==> config.mk <==
export PLATFORM = sky130hd
export DESIGN_NAME = output_writeback_buffer_flat
export DESIGN_NICKNAME = d
export VERILOG_FILES = /design/src/rtl/output_writeback_buffer_if.sv /design/src/rtl/output_writeback_buffer.sv /design/src/flat_wrapper.sv
export SDC_FILE = /design/constraint.sdc
export NUM_CORES = 1
export LEC_CHECK = 0
export CAP_MARGIN = 30
export CORE_ASPECT_RATIO = 2
export CORE_MARGIN = 1
export CORE_UTILIZATION = 40
export DETAILED_ROUTE_END_ITERATION = 6
export GPL_TIMING_DRIVEN = 0
export PLACE_DENSITY = 0.62
export SLEW_MARGIN = 0
export SYNTH_ARGS = -nofsm -noshare
export SYNTH_HDL_FRONTEND = slang
export SYNTH_SLANG_ARGS = --single-unit
==> constraint.sdc <==
create_clock -name clk -period 12.4 [get_ports clk]
set_input_delay 1.86 -clock clk [delete_from_list [all_inputs] [get_ports clk]]
set_output_delay 1.86 -clock clk [all_outputs]
set_load 0.02 [all_outputs]
==> src/rtl/output_writeback_buffer_if.sv <==
// Output-writeback bus: the result strobe from the conv controller and the drained output stream.
// Latency: none (wires only).
// Backpressure: only the drain side (out_valid/out_ready) carries any; the input side never stalls.
interface output_writeback_buffer_if #(
    parameter int DATA_WIDTH = 32,
    parameter int ADDR_WIDTH = 32
);
    logic                  in_valid;
    logic [DATA_WIDTH-1:0] in_data;
    logic [31:0]           in_x;
    logic [31:0]           in_y;
    logic [31:0]           in_ch;
    logic                  out_valid;
    logic                  out_ready;
    logic [DATA_WIDTH-1:0] out_data;
    logic [ADDR_WIDTH-1:0] out_addr;
    logic                  out_last;

    modport slave (
        input  in_valid, in_data, in_x, in_y, in_ch, out_ready,
        output out_valid, out_data, out_addr, out_last
    );

    modport master (
        output in_valid, in_data, in_x, in_y, in_ch, out_ready,
        input  out_valid, out_data, out_addr, out_last
    );
endinterface

==> src/rtl/output_writeback_buffer.sv <==
// Captures conv outputs with (x,y,ch), converts them to a linear address and queues them in a FWFT FIFO.
// Latency: an entry pushed at edge N is on the output in cycle N+1 when the FIFO was empty.
// Backpressure: never stalls the input; drops on full (overflow) or bad coordinate/state (coord_error).
module output_writeback_buffer #(
    parameter int DATA_WIDTH         = 32,
    parameter int ADDR_WIDTH         = 32,
    parameter int FIFO_DEPTH         = 8,
    parameter int FEATURE_MAP_WIDTH  = 1024,
    parameter int FEATURE_MAP_HEIGHT = 1024,
    parameter int OUTPUT_NB_CHANNELS = 64
) (
    input  logic                               clk,
    input  logic                               rst_in,
    input  logic                               start,
    output_writeback_buffer_if.slave           bus,
    output logic [$clog2(FIFO_DEPTH+1)-1:0]    fill_level,
    output logic                               overflow,
    output logic                               coord_error,
    output logic                               done
);
    localparam int     PTR_W = $clog2(FIFO_DEPTH);
    localparam int     CNT_W = $clog2(FIFO_DEPTH + 1);
    localparam longint TOTAL = longint'(FEATURE_MAP_WIDTH) * longint'(FEATURE_MAP_HEIGHT)
                               * longint'(OUTPUT_NB_CHANNELS);
    localparam int     TOT_W = $clog2(TOTAL + 1);
    localparam logic [TOT_W-1:0] LAST_IDX = TOT_W'(TOTAL - 1);

    typedef enum logic [1:0] {S_IDLE, S_ACTIVE, S_DRAIN, S_DONE} state_t;

    state_t                state, state_nxt;
    logic [DATA_WIDTH-1:0] mem_dat  [FIFO_DEPTH];
    logic [ADDR_WIDTH-1:0] mem_addr [FIFO_DEPTH];
    logic [PTR_W-1:0]      wr_ptr, rd_ptr;
    logic [CNT_W-1:0]      count;
    logic [TOT_W-1:0]      accepted_cnt, popped_cnt;
    logic                  coords_ok, fifo_full, push, pop, run_start, last_push;
    logic                  drop_full, drop_coord;
    logic [ADDR_WIDTH-1:0] push_addr;

    assign coords_ok = (bus.in_x  < 32'(FEATURE_MAP_WIDTH))  &&
                       (bus.in_y  < 32'(FEATURE_MAP_HEIGHT)) &&
                       (bus.in_ch < 32'(OUTPUT_NB_CHANNELS));
    assign fifo_full  = (count == CNT_W'(FIFO_DEPTH));
    assign pop        = bus.out_valid && bus.out_ready;
    // A pop in the same cycle frees the slot, so a full FIFO can still accept.
    assign push       = (state == S_ACTIVE) && bus.in_valid && coords_ok && (!fifo_full || pop);
    assign drop_full  = (state == S_ACTIVE) && bus.in_valid && coords_ok && fifo_full && !pop;
    assign drop_coord = bus.in_valid && ((state != S_ACTIVE) || !coords_ok);
    assign run_start  = start && ((state == S_IDLE) || (state == S_DONE));
    assign last_push  = push && (accepted_cnt == LAST_IDX);

    // Address computed in 64 bits so large feature maps cannot wrap before truncation.
    assign push_addr = ADDR_WIDTH'(((64'(bus.in_y) * 64'(FEATURE_MAP_WIDTH)) + 64'(bus.in_x))
                                   * 64'(OUTPUT_NB_CHANNELS) + 64'(bus.in_ch));

    // State register.
    always_ff @(posedge clk) begin
        if (rst_in) state <= S_IDLE;
        else        state <= state_nxt;
    end

    // Next-state logic for the run sequencing.
    always_comb begin
        state_nxt = state;
        case (state)
            S_IDLE:   if (start)                  state_nxt = S_ACTIVE;
            S_ACTIVE: if (last_push)              state_nxt = S_DRAIN;
            S_DRAIN:  if (pop && bus.out_last)    state_nxt = S_DONE;
            S_DONE:   if (start)                  state_nxt = S_ACTIVE;
            default:                              state_nxt = S_IDLE;
        endcase
    end

    // Output decode; head entry is gated so an empty FIFO presents zeros.
    always_comb begin
        bus.out_valid = (count != '0);
        bus.out_data  = bus.out_valid ? mem_dat[rd_ptr]  : '0;
        bus.out_addr  = bus.out_valid ? mem_addr[rd_ptr] : '0;
        bus.out_last  = bus.out_valid && (popped_cnt == LAST_IDX);
        fill_level    = count;
        done          = (state == S_DONE);
    end

    // FIFO storage; contents need no reset since reads are gated by the count.
    always_ff @(posedge clk) begin
        if (push) begin
            mem_dat[wr_ptr]  <= bus.in_data;
            mem_addr[wr_ptr] <= push_addr;
        end
    end

    // FIFO pointers and occupancy; power-of-two depth lets pointers wrap naturally.
    always_ff @(posedge clk) begin
        if (rst_in) begin
            wr_ptr <= '0;
            rd_ptr <= '0;
            count  <= '0;
        end else begin
            if (push) wr_ptr <= wr_ptr + 1'b1;
            if (pop)  rd_ptr <= rd_ptr + 1'b1;
            if (push && !pop)      count <= count + 1'b1;
            else if (pop && !push) count <= count - 1'b1;
        end
    end

    // Run counters and sticky error flags, cleared when a new run is armed.
    always_ff @(posedge clk) begin
        if (rst_in) begin
            accepted_cnt <= '0;
            popped_cnt   <= '0;
            overflow     <= 1'b0;
            coord_error  <= 1'b0;
        end else if (run_start) begin
            accepted_cnt <= '0;
            popped_cnt   <= '0;
            overflow     <= 1'b0;
            coord_error  <= 1'b0;
        end else begin
            if (push)       accepted_cnt <= accepted_cnt + 1'b1;
            if (pop)        popped_cnt   <= popped_cnt + 1'b1;
            if (drop_full)  overflow     <= 1'b1;
            if (drop_coord) coord_error  <= 1'b1;
        end
    end
endmodule

==> src/flat_wrapper.sv <==
// flat-port wrapper written by rule: the top's interface ports become plain ports
module output_writeback_buffer_flat 
#(
    parameter int DATA_WIDTH         = 32,
    parameter int ADDR_WIDTH         = 32,
    parameter int FIFO_DEPTH         = 8,
    parameter int FEATURE_MAP_WIDTH  = 1024,
    parameter int FEATURE_MAP_HEIGHT = 1024,
    parameter int OUTPUT_NB_CHANNELS = 64
)
  (clk, rst_in, start, fill_level, overflow, coord_error, done, bus_in_valid, bus_in_data, bus_in_x, bus_in_y, bus_in_ch, bus_out_ready, bus_out_valid, bus_out_data, bus_out_addr, bus_out_last);
  output_writeback_buffer_if #(.DATA_WIDTH(DATA_WIDTH), .ADDR_WIDTH(ADDR_WIDTH)) bus_i ();
  input  logic clk;
  input  logic rst_in;
  input  logic start;
  output logic [$clog2(FIFO_DEPTH+1)-1:0] fill_level;
  output logic overflow;
  output logic coord_error;
  output logic done;
  input wire logic [$bits(bus_i.in_valid)-1:0] bus_in_valid;
  input wire logic [$bits(bus_i.in_data)-1:0] bus_in_data;
  input wire logic [$bits(bus_i.in_x)-1:0] bus_in_x;
  input wire logic [$bits(bus_i.in_y)-1:0] bus_in_y;
  input wire logic [$bits(bus_i.in_ch)-1:0] bus_in_ch;
  input wire logic [$bits(bus_i.out_ready)-1:0] bus_out_ready;
  output wire logic [$bits(bus_i.out_valid)-1:0] bus_out_valid;
  output wire logic [$bits(bus_i.out_data)-1:0] bus_out_data;
  output wire logic [$bits(bus_i.out_addr)-1:0] bus_out_addr;
  output wire logic [$bits(bus_i.out_last)-1:0] bus_out_last;
  assign bus_i.in_valid = bus_in_valid;
  assign bus_i.in_data = bus_in_data;
  assign bus_i.in_x = bus_in_x;
  assign bus_i.in_y = bus_in_y;
  assign bus_i.in_ch = bus_in_ch;
  assign bus_i.out_ready = bus_out_ready;
  assign bus_out_valid = bus_i.out_valid;
  assign bus_out_data = bus_i.out_data;
  assign bus_out_addr = bus_i.out_addr;
  assign bus_out_last = bus_i.out_last;
  output_writeback_buffer #(.DATA_WIDTH(DATA_WIDTH), .ADDR_WIDTH(ADDR_WIDTH), .FIFO_DEPTH(FIFO_DEPTH), .FEATURE_MAP_WIDTH(FEATURE_MAP_WIDTH), .FEATURE_MAP_HEIGHT(FEATURE_MAP_HEIGHT), .OUTPUT_NB_CHANNELS(OUTPUT_NB_CHANNELS)) u_core (.clk(clk), .rst_in(rst_in), .start(start), .bus(bus_i), .fill_level(fill_level), .overflow(overflow), .coord_error(coord_error), .done(done));
endmodule
# After elaboration in Yosys (flattened, before gate mapping)
# Memory sizes are Yosys's and may differ from the RTL's. A register that Yosys moved wholly into a read port is not among the register bits.
# Cells that the tools add are included.
# totals
reg_bits,68
ramBits,512
output_inout_bits,73
memories,2
# classes
add_sub_neg,8
n_lt_le_gt_ge,3
n_eq_ne,10
mux,14
reduce_logical,28
# mem_list
name,words,word_bits,read_ports,rd_clocked_by_memory_dff,wr,line,rtl
u_core.mem_addr,8,32,1,1,1,output_writeback_buffer.sv:32,logic [ADDR_WIDTH-1:0] mem_addr [FIFO_DEPTH];
u_core.mem_dat,8,32,1,1,1,output_writeback_buffer.sv:31,logic [DATA_WIDTH-1:0] mem_dat [FIFO_DEPTH];
# ops
op,n
$lt 32x11->1 const B,2
$mux 32,2
$add 27x1->27 const B,2
$eq 27x26->1 const B,2
$add 32x32->32,1
$lt 32x7->1 const B,1
$add 26x26->26,1
$logic_and 1x1->1,15
$mux 3,4
$mux 4,2
$ne 2x1->1 const B,4
$add 3x1->3 const B,2
$mux 2,3
$pmux 2 s3,1
$add 4x1->4 const B,1
$eq 2x2->1 const B,2
$eq 4x4->1 const B,1
$logic_not 1->1,4
$reduce_bool 4->1,1
$reduce_or 2->1,2
$sub 4x1->4 const B,1
$logic_or 1x1->1,3
$reduce_and 3->1,1
$eq 2x1->1 const B,1
other kinds (3),4

# Depth between registers and ports, before layout
# logic_depth
ltp_word,9
ltp_mapped,18
mapped_depth_nobuf,18

# Worst setup path after synthesis
# OpenSTA, ideal clock, no wires.
# synth_timing
path_type,input port to flip-flop
start,input port bus_in_ch[25]
end,"memory u_core.mem_addr[0][0], enable pin"
setup_time_ns,0.644
arrival_time_ns,9.650
required_ns,11.756
slack_ns,2.106
stages,7
cell_sequence,or4_1 nor4_2 nand4b_1 or4_1 or2_1 buf_6 nor4_1
# synth_between
elab_chain_cells,6
# synth_lines
element,line,rtl
"start, declared",flat_wrapper.sv:24,input wire logic [$bits(bus_i.in_ch)-1:0] bus_in_ch;
$lt 32x7->1,output_writeback_buffer.sv:42,(bus.in_ch < 32'(OUTPUT_NB_CHANNELS));
$logic_and 1x1->1,output_writeback_buffer.sv:41,(bus.in_y < 32'(FEATURE_MAP_HEIGHT)) &&
$logic_and 1x1->1 (2 in series),output_writeback_buffer.sv:46,assign push = (state == S_ACTIVE) && bus.in_valid && coords_ok && (!fifo_full || pop);
$mux 1,output_writeback_buffer.sv:86,if (push) begin
$mux 1 (not written as such),output_writeback_buffer.sv:88,mem_addr[wr_ptr] <= push_addr;
"end, declared",output_writeback_buffer.sv:32,
# No other way between the ends.

# Worst setup path in the final report
# layout_timing
start,input port bus_in_ch[11]
end,"memory u_core.mem_dat[0][8], enable pin"
# layout_between
elab_chain_cells,6
# layout_lines
element,line,rtl
$lt 32x7->1,output_writeback_buffer.sv:42,
$logic_and 1x1->1,output_writeback_buffer.sv:41,
$logic_and 1x1->1 (2 in series),output_writeback_buffer.sv:46,
$mux 1,output_writeback_buffer.sv:86,
$mux 1 (not written as such),output_writeback_buffer.sv:87,mem_dat[wr_ptr] <= bus.in_data;
"end, declared",output_writeback_buffer.sv:31,
# No other way between the ends.

==> run metrics <==
outcome=completed; vias in the first global route=about 15000; clk sinks=583; vias per cell=~5.3; routed wire length=between 50000 and 60000 um; Final Hold Slack=roughly 0.48 ns; largest fanout on the critical path=7; Worst EP required=approximately 13 ns; post-route ant nets=0; Core ar.=just over 0.06 sq mm; initial antenna violation count=4; Avg Cell Area, Syn=16.7 sq um; Clock Tree Buf Depth=3; CTS Buf Count=49; Yosys cell types=a little over 60; via count=approximately 14000; crit path time final=5.94 ns; # rows=approximately 130; H-tree depth=2; asr flop ratio synth=0; total of warnings raised by yosys=0; port bufs=205; ys flop type=edfxtp_1; commonest cells in the netlist=edfxtp_1 (512), nor2_1 (140), mux4_2 (128); area share of the largest cell type after synthesis=0.624; die height=around 350 um; HP Class=reg2reg; Slew @ Worst Pin=between 0.9 and 1 ns; LEAKAGE=between 9 and 10 nW; clk_skew=around 0.019 ns; Initial Utilization=0.405; post-cts sizing count=0; Crit path top cell by count=buf_4; DRC violations left=0; grt met1 use=0.228; post-synthesis cell count=~1500; Core Util, Final=0.497; layout cell share with drive strength beyond 1=0.160; Post-Place Cells=2515; Final setup viols=0; Die ar.=between 0.06 and 0.07 sq mm; Final GP Congestion=0.820; met2 Usage GRT=0.335; Worst-path clk slew=roughly 0.060 ns; RSZ-0062 raised after global routing=no; Synth Net Count=between 1500 and 2000; Post-CTS Setup Repair Bufs=0; Fmax=approximately 170 MHz; pin count of the biggest net entering global routing=21; Final period util=0.479; Place WS=5.77 ns; crit path DAT=between 6 and 7 ns; top-count cell post-synth=edfxtp_1; CTS root buf=clkbuf_16; worst vdd ir=just over 90 uV; Post-Syn Area=between 0.02 and 0.025 sq mm; crit path launch type=primary input; routed len/inst=21.8 um; die width=178 um; PwrDens=137 mW/mm^2; EDFF count, synth=between 500 and 600; CP cell instances=clkdlybuf4s50_1 -> nor4_1 -> nand4_1 -> nand4b_1 -> or4_1 -> or2_1 -> buf_6 -> nor4_2 -> buf_6 -> buf_4 -> buf_4 -> buf_4; Hold Buf Count CTS=0; Ports=~210; Layout Cells excl Fill=2610; top cells by area, synth=edfxtp_1 (62%), mux4_2 (12%), dfxtp_1 (5.8%); number of buffers and inverters on the critical path=6; GRT busiest layer=met2; first-pass GRT wire length=87000 um; CP max stage cell=nor4_1; crit path kind=in2reg; area grow syn2layout=22.7%; 1st-iter DRT viols=830; Fillers=5107; met3 usage=0.0272; slew margin rel.=0.337; drt pass-1 iters=5; post-synth top area cell=edfxtp_1; largest stage delay on the critical path=~0.66 ns; GRT Total Usage=0.185; reg2reg setup slack=about 7.8 ns; Top delay family on crit path=simple AND/OR/NAND/NOR gates; final setup margin=~6.5 ns; Slew Limit Fails=0; multi-input logic area=0.00756 sq mm; Clock Latency Late Sink=a little under 0.6 ns; register area=0.0168 sq mm; Synth Register Bits=583; design area=0.0303 sq mm; grt ovf=0; Final Hold Vio Count=0; post-DP HPWL=slightly above 40000 um; layout net count=around 2000; register area share after synthesis=0.681; MaxCap Viol Count=0; CTS tree=yes; CP endpoint kind=flip-flop; Post-DP Area=0.0286 sq mm
kinds of logic after synthesis:
logic type,synth area share
multiplexers,0.144
flip-flops,0.681
AO/OA/AOI/OAI,0.0334
adder cells (fa/ha/maj),0.0293
XOR/XNOR,0.0288
buffers and inverters,0.0145
AND/OR/NAND/NOR,0.0692
placed cells by master (no fill, tap or decap), types with 9 or more instances in the layout:
cell type        count
ha_1                53
a21o_1              16
or3_1               19
and3_1               9
buf_8               20
nand2_1             48
nand3_1             17
nand4_1             13
clkbuf_16           52
xor2_1              37
mux4_2             128
inv_1               34
buf_4               13
dfxtp_1             71
a21oi_1             55
clkdlybuf4s50_1    205
mux2i_1             66
buf_6               21
buf_1               21
buf_16               9
nand2b_1            12
o21ai_0             31
xnor2_1             44
nor2_1             139
edfxtp_1           512
nor4_1              17
nor3_1              16
clkbuf_1            38
registers in the layout (all words and copies together) (netlist names), named ones only:
signal / cells
u_core.wr_ptr: 3
u_core.fill_level: 4
u_core.state: 2
u_core.overflow: 1
u_core.mem_addr: 256
u_core.popped_cnt: 27
u_core.mem_dat: 256
u_core.rd_ptr: 3
u_core.coord_error: 1
u_core.accepted_cnt: 27
power breakdown:
group	switching [mW]	internal (mW)
registers	0.00259	2.21
clock network	0.690	0.887
logic	0.219	0.128
total	0.911	3.23
metrics by stage:
step	total power [mW]	TNS (ns)
floorplan	2.46	0
global placement	2.59	-517.25
detailed placement	2.61	0
CTS	4.18	0
global route	4.28	0
finish	4.14	0
cell type report:
type / count / share of cell area
multi-input combinational: 800 / 0.250
clock inverter: 21 / 0.00719
inverter: 35 / 0.00438
timing repair buffer: 267 / 0.0969
sequential: 583 / 0.555
antenna: 1 / 0.0000827
buffer: 55 / 0.00744
clock buffer: 68 / 0.0470
tap: 780 / 0.0322
per-layer routing:
| layer | share of wire | vias up |
|---|---|---|
| li1 | - | 6425 |
| met4 | 0.020 | 6 |
| met2 | 0.53 | 350 |
| met5 | 0.00072 | - |
| met3 | 0.044 | 73 |
| met1 | 0.40 | 7079 |
worst register-to-register path: cells and delay by family, from the launching register on:
kind                     cells  cell delay, ns
AND/OR/NAND/NOR              6            2.72
buffers and inverters        6            1.04
flip-flops                   1            0.34
adder cells (fa/ha/maj)      1            0.24
worst paths after layout:
kind | start | end | cells after the start
max | bus_in_ch[11] | u_core.mem_dat[0][8] | 12
min | u_core.overflow | u_core.overflow | 2
max reg2reg | u_core.state[1] | u_core.mem_dat[0][8] | 13
min reg2reg | u_core.overflow | u_core.overflow | 2
Power figures use the tool's default switching activity.
